===== src/rtl/pool2_feeder.sv =====
// Buffers NICE datapath words in a local FIFO and streams one ROWS x COL frame into the 2x2 pooling unit.
// Optional build macro POOL2_FEEDER_ROW_BURST_EN: each row is emitted as one gap-free burst of COL words.
module pool2_feeder #(
  parameter int DW         = 96,
  parameter int COL        = 16,
  parameter int ROWS       = 16,
  parameter int FIFO_DEPTH = 32
) (
  input  logic          clk,
  input  logic          rst,
  input  logic          start,
  input  logic          wr_valid,
  input  logic [DW-1:0] wr_data,
  output logic          wr_ready,
  output logic          pool_en,
  output logic          pool_valid,
  output logic [DW-1:0] pool_data,
  input  logic          pool_end,
  output logic          busy,
  output logic          done,
  output logic          err
);

  localparam int AW = (FIFO_DEPTH > 1) ? $clog2(FIFO_DEPTH) : 1;
  localparam int CW = (COL > 1) ? $clog2(COL) : 1;
  localparam int RW = (ROWS > 1) ? $clog2(ROWS) : 1;

  localparam logic [AW:0]   FULL_CNT = (AW+1)'(FIFO_DEPTH);
  localparam logic [CW-1:0] COL_LAST = CW'(COL - 1);
  localparam logic [RW-1:0] ROW_LAST = RW'(ROWS - 1);

  typedef enum logic [1:0] {
    S_IDLE,
    S_RUN,
    S_DRAIN,
    S_DONE
  } state_t;

  state_t          state_reg;
  logic [DW-1:0]   mem [FIFO_DEPTH];
  logic [AW-1:0]   wr_ptr_reg;
  logic [AW-1:0]   rd_ptr_reg;
  logic [AW:0]     count_reg;
  logic [CW-1:0]   col_cnt_reg;
  logic [RW-1:0]   row_cnt_reg;
  logic            pool_en_reg;
  logic            pool_valid_reg;
  logic [DW-1:0]   pool_data_reg;
  logic            busy_reg;
  logic            done_reg;
  logic            err_reg;

  logic            push;
  logic            pop;
  logic            pop_ok;
  logic            last_pop;

  assign wr_ready = (count_reg < FULL_CNT);
  assign push     = wr_valid && wr_ready;

`ifdef POOL2_FEEDER_ROW_BURST_EN
  localparam logic [AW:0] ROW_CNT = (AW+1)'(COL);
  // A row only starts once all of it is buffered; the rest of the row then cannot underrun.
  assign pop_ok = (col_cnt_reg != '0) || (count_reg >= ROW_CNT);
`else
  assign pop_ok = (count_reg != '0);
`endif

  assign pop      = (state_reg == S_RUN) && pop_ok;
  assign last_pop = pop && (col_cnt_reg == COL_LAST) && (row_cnt_reg == ROW_LAST);

  // Storage array has no reset so it maps onto block RAM.
  always_ff @(posedge clk) begin
    if (push) begin
      mem[wr_ptr_reg] <= wr_data;
    end
  end

  always_ff @(posedge clk) begin
    if (rst) begin
      wr_ptr_reg     <= '0;
      rd_ptr_reg     <= '0;
      count_reg      <= '0;
      pool_valid_reg <= 1'b0;
      pool_data_reg  <= '0;
    end else begin
      pool_valid_reg <= pop;
      if (push) begin
        wr_ptr_reg <= wr_ptr_reg + 1'b1;
      end
      if (pop) begin
        rd_ptr_reg    <= rd_ptr_reg + 1'b1;
        pool_data_reg <= mem[rd_ptr_reg];
      end
      case ({push, pop})
        2'b10:   count_reg <= count_reg + 1'b1;
        2'b01:   count_reg <= count_reg - 1'b1;
        default: count_reg <= count_reg;
      endcase
    end
  end

  always_ff @(posedge clk) begin
    if (rst) begin
      state_reg   <= S_IDLE;
      col_cnt_reg <= '0;
      row_cnt_reg <= '0;
      pool_en_reg <= 1'b0;
      busy_reg    <= 1'b0;
      done_reg    <= 1'b0;
      err_reg     <= 1'b0;
    end else begin
      done_reg <= 1'b0;
      case (state_reg)
        S_IDLE: begin
          if (start) begin
            state_reg   <= S_RUN;
            col_cnt_reg <= '0;
            row_cnt_reg <= '0;
            err_reg     <= 1'b0;
            pool_en_reg <= 1'b1;
            busy_reg    <= 1'b1;
          end
        end
        S_RUN: begin
          // The pooling unit ended its frame before we finished feeding it.
          if (pool_end) begin
            err_reg <= 1'b1;
          end
          if (pop) begin
            if (col_cnt_reg == COL_LAST) begin
              col_cnt_reg <= '0;
              row_cnt_reg <= row_cnt_reg + 1'b1;
            end else begin
              col_cnt_reg <= col_cnt_reg + 1'b1;
            end
            if (last_pop) begin
              state_reg <= S_DRAIN;
            end
          end
        end
        S_DRAIN: begin
          if (pool_end) begin
            state_reg <= S_DONE;
            done_reg  <= 1'b1;
          end
        end
        default: begin
          state_reg   <= S_IDLE;
          pool_en_reg <= 1'b0;
          busy_reg    <= 1'b0;
        end
      endcase
    end
  end

  assign pool_en    = pool_en_reg;
  assign pool_valid = pool_valid_reg;
  assign pool_data  = pool_data_reg;
  assign busy       = busy_reg;
  assign done       = done_reg;
  assign err        = err_reg;

endmodule


===== config.mk =====
export PLATFORM = sky130hd
export DESIGN_NAME = pool2_feeder
export DESIGN_NICKNAME = d
export VERILOG_FILES = /design/src/rtl/pool2_feeder.sv
export SDC_FILE = /design/constraint.sdc
export NUM_CORES = 2
export LEC_CHECK = 0
export CAP_MARGIN = 10
export CORE_MARGIN = 1
export CORE_UTILIZATION = 29
export DETAILED_ROUTE_END_ITERATION = 8
export DONT_BUFFER_PORTS = 1
export PLACE_DENSITY_LB_ADDON = 0.15
export SLEW_MARGIN = 25
export SYNTH_ARGS = -nofsm -noshare
export SYNTH_HDL_FRONTEND = slang
export SYNTH_SLANG_ARGS = --single-unit
export TNS_END_PERCENT = 100

===== constraint.sdc =====
create_clock -name clk -period 18.26 [get_ports clk]
set_input_delay 2.739 -clock clk [delete_from_list [all_inputs] [get_ports clk]]
set_output_delay 2.739 -clock clk [all_outputs]
set_load 0.02 [all_outputs]

Word level (Yosys, flattened, before mapping)
Memory sizes are Yosys's and may differ from the RTL's. A register that Yosys moved wholly into a read port is not among the register bits.
Cells that the tools add are included.
Word-level totals
  bits in registers: 30
  RAM bits: 3072
  memories: 1
Memory list
  mem: words 32, bits a word 96, read ports 1, clocked after Yosys merged registers in 1, write ports 1, line 40  | logic [DW-1:0] mem [FIFO_DEPTH];
Operators by class
  eq/ne operators: 12
  multiplexer cells: 21
  add/sub/neg operators: 6
  bitwise operators: 2
  reduce and logical (&&, ||, !) cells: 15
  magnitude comparators: 1
Operator list (number)
  4-bit two-way mux: 5
  4-bit one-hot mux with 2 select lines: 2
  6-bit one-hot mux with 2 select lines: 1
  5-bit by 1-bit adder with 5-bit output, second input constant: 2
  2-bit inequality test, second input constant: 5
  4-bit by 1-bit adder with 4-bit output, second input constant: 2
  4-bit == test, second input constant: 2
  2-bit two-way mux: 4
  4-bit AND reduction: 2
  6-bit by 1-bit adder with 6-bit output, second input constant: 1
  6-bit less-than comparator, second input constant: 1
  1-bit two-way mux: 6
  2-bit one-hot mux with 3 select lines: 1
  3-bit AND reduction: 2
  6-bit nonzero test: 1
  6-bit by 1-bit subtractor with 6-bit output, second input constant: 1
  2-bit by 1-bit == test with 1-bit output, second input constant: 2
  2-bit == test, second input constant: 2
  1-bit logical AND: 4
  1-bit one-hot mux with 2 select lines: 2
  2-bit nonzero test: 2
  2-bit OR reduction: 2
  2-bit zero test: 1
  2-bit by 1-bit inequality test with 1-bit output, second input constant: 1
  2 further kinds: 3

Logic depth before layout (Yosys ltp)
  depth in word-level cells: 7
  mapped depth: 12
  gate-level depth less buffers: 12

Least setup slack after synthesis
Ideal clock, no wire load.
  path kind: input-to-reg
  start point: input wr_valid
  end point: memory mem[15][0] (enable)
  data required time: 17.707 ns
  stages on the path: 4
  arrival: 7.441 ns
  setup slack: 10.266 ns
  path through: nor2b_1 clkbuf_1 nand2_1 nor2_1
On the way
  longest elaborated chain between the ends: 3
Ends and longest elaborated chain
  start: declaration: line 12  | input logic wr_valid,
  1-bit logical AND: line 59  | assign push = wr_valid && wr_ready;
  1-bit two-way mux: line 74  | if (push) begin
  1-bit two-way mux (not written as such): line 75  | mem[wr_ptr_reg] <= wr_data;
  end: declaration: line 40
Every way passes these cells.

==> results.tsv <==
stage	metric	value	unit
outcome	status	finished, final reports clean	
route	remaining antenna violation count	0	
global_route	Overall Global Routing Usage	16.6	%
synth	share of synthesized area occupied by flip-flops and latches	78.1	%
route	total wire length after detailed routing	358	mm
route	Vias	58364	
critical_path	worst-path cell chain	buf_4, buf_4, buf_4, buf_4, buf_4, mux4_2, a22o_1, a2111oi_0, o31ai_1	
placement	Cell Count Post-Placement	11084	
run	max-cap check violation count	0	
final_layout	share of cells above drive strength 1	19.1	%
clock_tree	TritonCTS clock tree	built	
pwr	Worst VDD drop	80.6	µV
clock_tree	hold-fix buffers at CTS	0	
critical_path	Worst Path Buf+Inv	5	
placement	worst setup slack before clock tree synthesis	11.19	ns
synth	number of storage elements in the synthesis netlist	3198	
worst_hold_path	Worst Hold Launch	col_cnt_reg[1]	
floorplanning	initial standard-cell utilization of the core	29.1	%
global_route	via count of the first global-routing pass	60663	
worst_hold_path	min-delay worst type	reg -> reg	
critical_path	R2R Path Start	rd_ptr_reg[0]	
synth	number of synthesized flops with an enable pin	3072	
critical_path	largest delay contributor family on the critical path	buffers and inverters	
floorplanning	I/O pin cnt	203	
floorplanning	CORE AREA	417000	µm²
final_layout	# nets final	6072	
route	detail-routed via count per cell	4.96	
global_route	global-route wire length before repair	498	mm
floorplanning	floorplan die height	649	µm
pwr	Power, Total	0.0176	W
route	final routed DRC violation total	0	
sta	maximum achievable frequency	154	MHz
synth	post-synthesis instance area	121000	µm²
clock_tree	Post-CTS Setup Repair Bufs	0	
critical_path	type of element capturing the critical path	flop	
synth	Distinct cells, synth	48	
global_route	number of antenna violations at the first check in global routing	27	
clock_tree	H-tree depth	5	
clock_tree	TritonCTS buffer count	361	
floorplanning	horizontal extent of the die	649	µm
clock_tree	PostCTS Resize Cnt	0	
floorplanning	standard-cell rows	237	
clock_tree	maximum clock path buffer count	4	
clock_tree	clock transition time at the flip-flop clock pins of the worst setup and hold paths	0.06	ns
global_route	overflow left after global routing	0	
sta	time the final worst path needs with I/O delays and setup	6.50	ns
critical_path	reg-to-reg setup timing slack	11.76	ns
critical_path	WP data required	19.04	ns
critical_path	Crit Reg-Reg Endpoint	pool_data[60]	
sta	min setup slack post-route	11.76	ns
sta	max-slew headroom at the worst pin	20.8	%
critical_path	Crit. path cell count	9	
final_layout	Largest register FFs	3072	
critical_path	biggest cell delay along the critical path	0.97	ns
route	average wire length per cell after detail routing	30.4	µm
synth	total of warnings raised by yosys	0	
critical_path	CP max FO	41	
sta	Least-Margin Pin Slew	1.16	ns
placement	DPL Wire Length	198	mm
synth	post-synth net total	5912	
synth	main flop type after synthesis	edfxtp_1	
route	DRC violation total after the first TritonRoute iteration	5220	
critical_path	slowest cell on the critical path	a2111oi_0	
worst_hold_path	Worst Hold Path EP	col_cnt_reg[1]	
critical_path	Crit Path Category	reg -> reg	
clock_tree	root cell of the clock tree	clkbuf_16	
sta	unrepaired setup endpoints after global routing	false	
critical_path	most numerous cell on the critical path	buf_4	
floorplanning	Die Area	421000	µm²
global_route	maximum number of pins on one net before global-route repair	124	
critical_path	Worst R2R Path Depth	9	
synth	post-synthesis instance total	5794	
synth	synthesized area divided by synthesized cell count	20.9	µm²
worst_hold_path	hold path depth	2	
placement	Routability Congestion	0.739	
final_layout	final instance count without filler cells	11761	
critical_path	kind of launch point of the worst setup path	flop	
sta	final max-slew violation count	0	
sta	clock skew	0.0565	ns
placement	Port Buf Inserts	0	
clock_tree	latest clock arrival within the worst-skew pair	0.94	ns
final_layout	most common cell after layout, fill and taps aside	edfxtp_1	
clock_tree	CTS sink cnt	3198	
final_layout	commonest cells after routing, fill and taps aside	edfxtp_1 (3072), mux2i_1 (712), mux4_2 (455)	
synth	async set-reset flop share out of synthesis	0	%
pwr	cell leakage power	40.8	nW
route	TritonRoute pass-1 iters	5	
critical_path	arrival time of data at the critical path endpoint	7.28	ns
sta	number of hold violations in the final report	0	
sta	Setup-failing EPs final	0	
sta	final setup TNS	0	ns
final_layout	synthesis-to-layout area growth	15.2	%
pwr	power density relative to cell area	126	nW/µm²
sta	final clock period utilization by the worst path	35.6	%
metrics by stage:
step	instance area [µm²]	hold WS, ns	utilization (%)
floorplan	121000	0.464	-
global placement	128000	0.470	30.7
detailed placement	128000	0.483	30.7
CTS	140000	0.492	33.5
global route	140000	0.516	33.5
finish	140000	0.488	33.5
cells by family after synthesis:
logic type               Yosys count  synth area share [%]
multiplexers                    1168                  14.3
XOR/XNOR                          15                 0.108
flip-flops                      3198                  78.1
adder cells (fa/ha/maj)           17                 0.182
AO/OA/AOI/OAI                    760                  4.74
AND/OR/NAND/NOR                  272                 0.974
buffers and inverters            364                  1.53
report_power, final:
part	leakage, nW	internal (W)	switching (W)
registers	28.7	0.00820	0.000207
logic	6.45	0.000945	0.00118
clock network	5.67	0.00412	0.00298
synth_stat cells (16+ instances only):
library cell	n	area, µm²
ha_1	16	200
a2111oi_1	20	200
buf_1	19	71.3
buf_4	41	308
o221ai_1	58	508
nor3_1	28	140
buf_6	30	338
clkbuf_1	171	642
a22oi_1	224	1680
edfxtp_1	3072	92200
mux2i_1	712	7130
a21oi_1	95	475
dfxtp_1	126	2520
a211oi_1	60	450
o22ai_1	92	576
nor2_1	104	390
mux4_2	455	10200
a22o_1	91	797
o31ai_1	35	263
inv_1	16	60.1
a2111oi_0	20	175
buf_2	87	435
nand2_1	96	360
o41ai_1	40	350
tightest hold or removal path, stage by stage, from the launching register on:
cell and delay (ns):
dfxtp_1 0.32, nand2b_1 0.07, a21oi_1 0.05
worst max-delay path by stage:
stage                        from            end  slack, ns
global route        rd_ptr_reg[0]  pool_data[60]      11.34
CTS                 rd_ptr_reg[0]  pool_data[60]      11.64
finish              rd_ptr_reg[0]  pool_data[60]      11.76
detailed placement       wr_valid    mem[20][22]      11.19
floorplan                wr_valid     mem[15][0]      10.27
global placement         wr_valid    mem[20][22]      10.62
layer usage:
layer | share of wire [%] | up-vias | global-route usage (%)
met1 | 45 | 31827 | 23.3
met3 | 5.9 | 377 | 3.22
li1 | - | 24684 | -
met2 | 47 | 1476 | 27.0
met4 | 1.6 | 0 | 3.10
met5 | 0 | - | 0
layout make-up:
type	instances	area, µm²
inverter	16	60.1
clock buffer	490	9940
antenna	7	17.5
fill	39037	277000
tap	5497	6880
clock inverter	176	1630
timing repair buffer	145	1330
multi-input combinational	2232	25000
sequential	3198	94800
No activity file was read; power rests on OpenSTA's default activity.
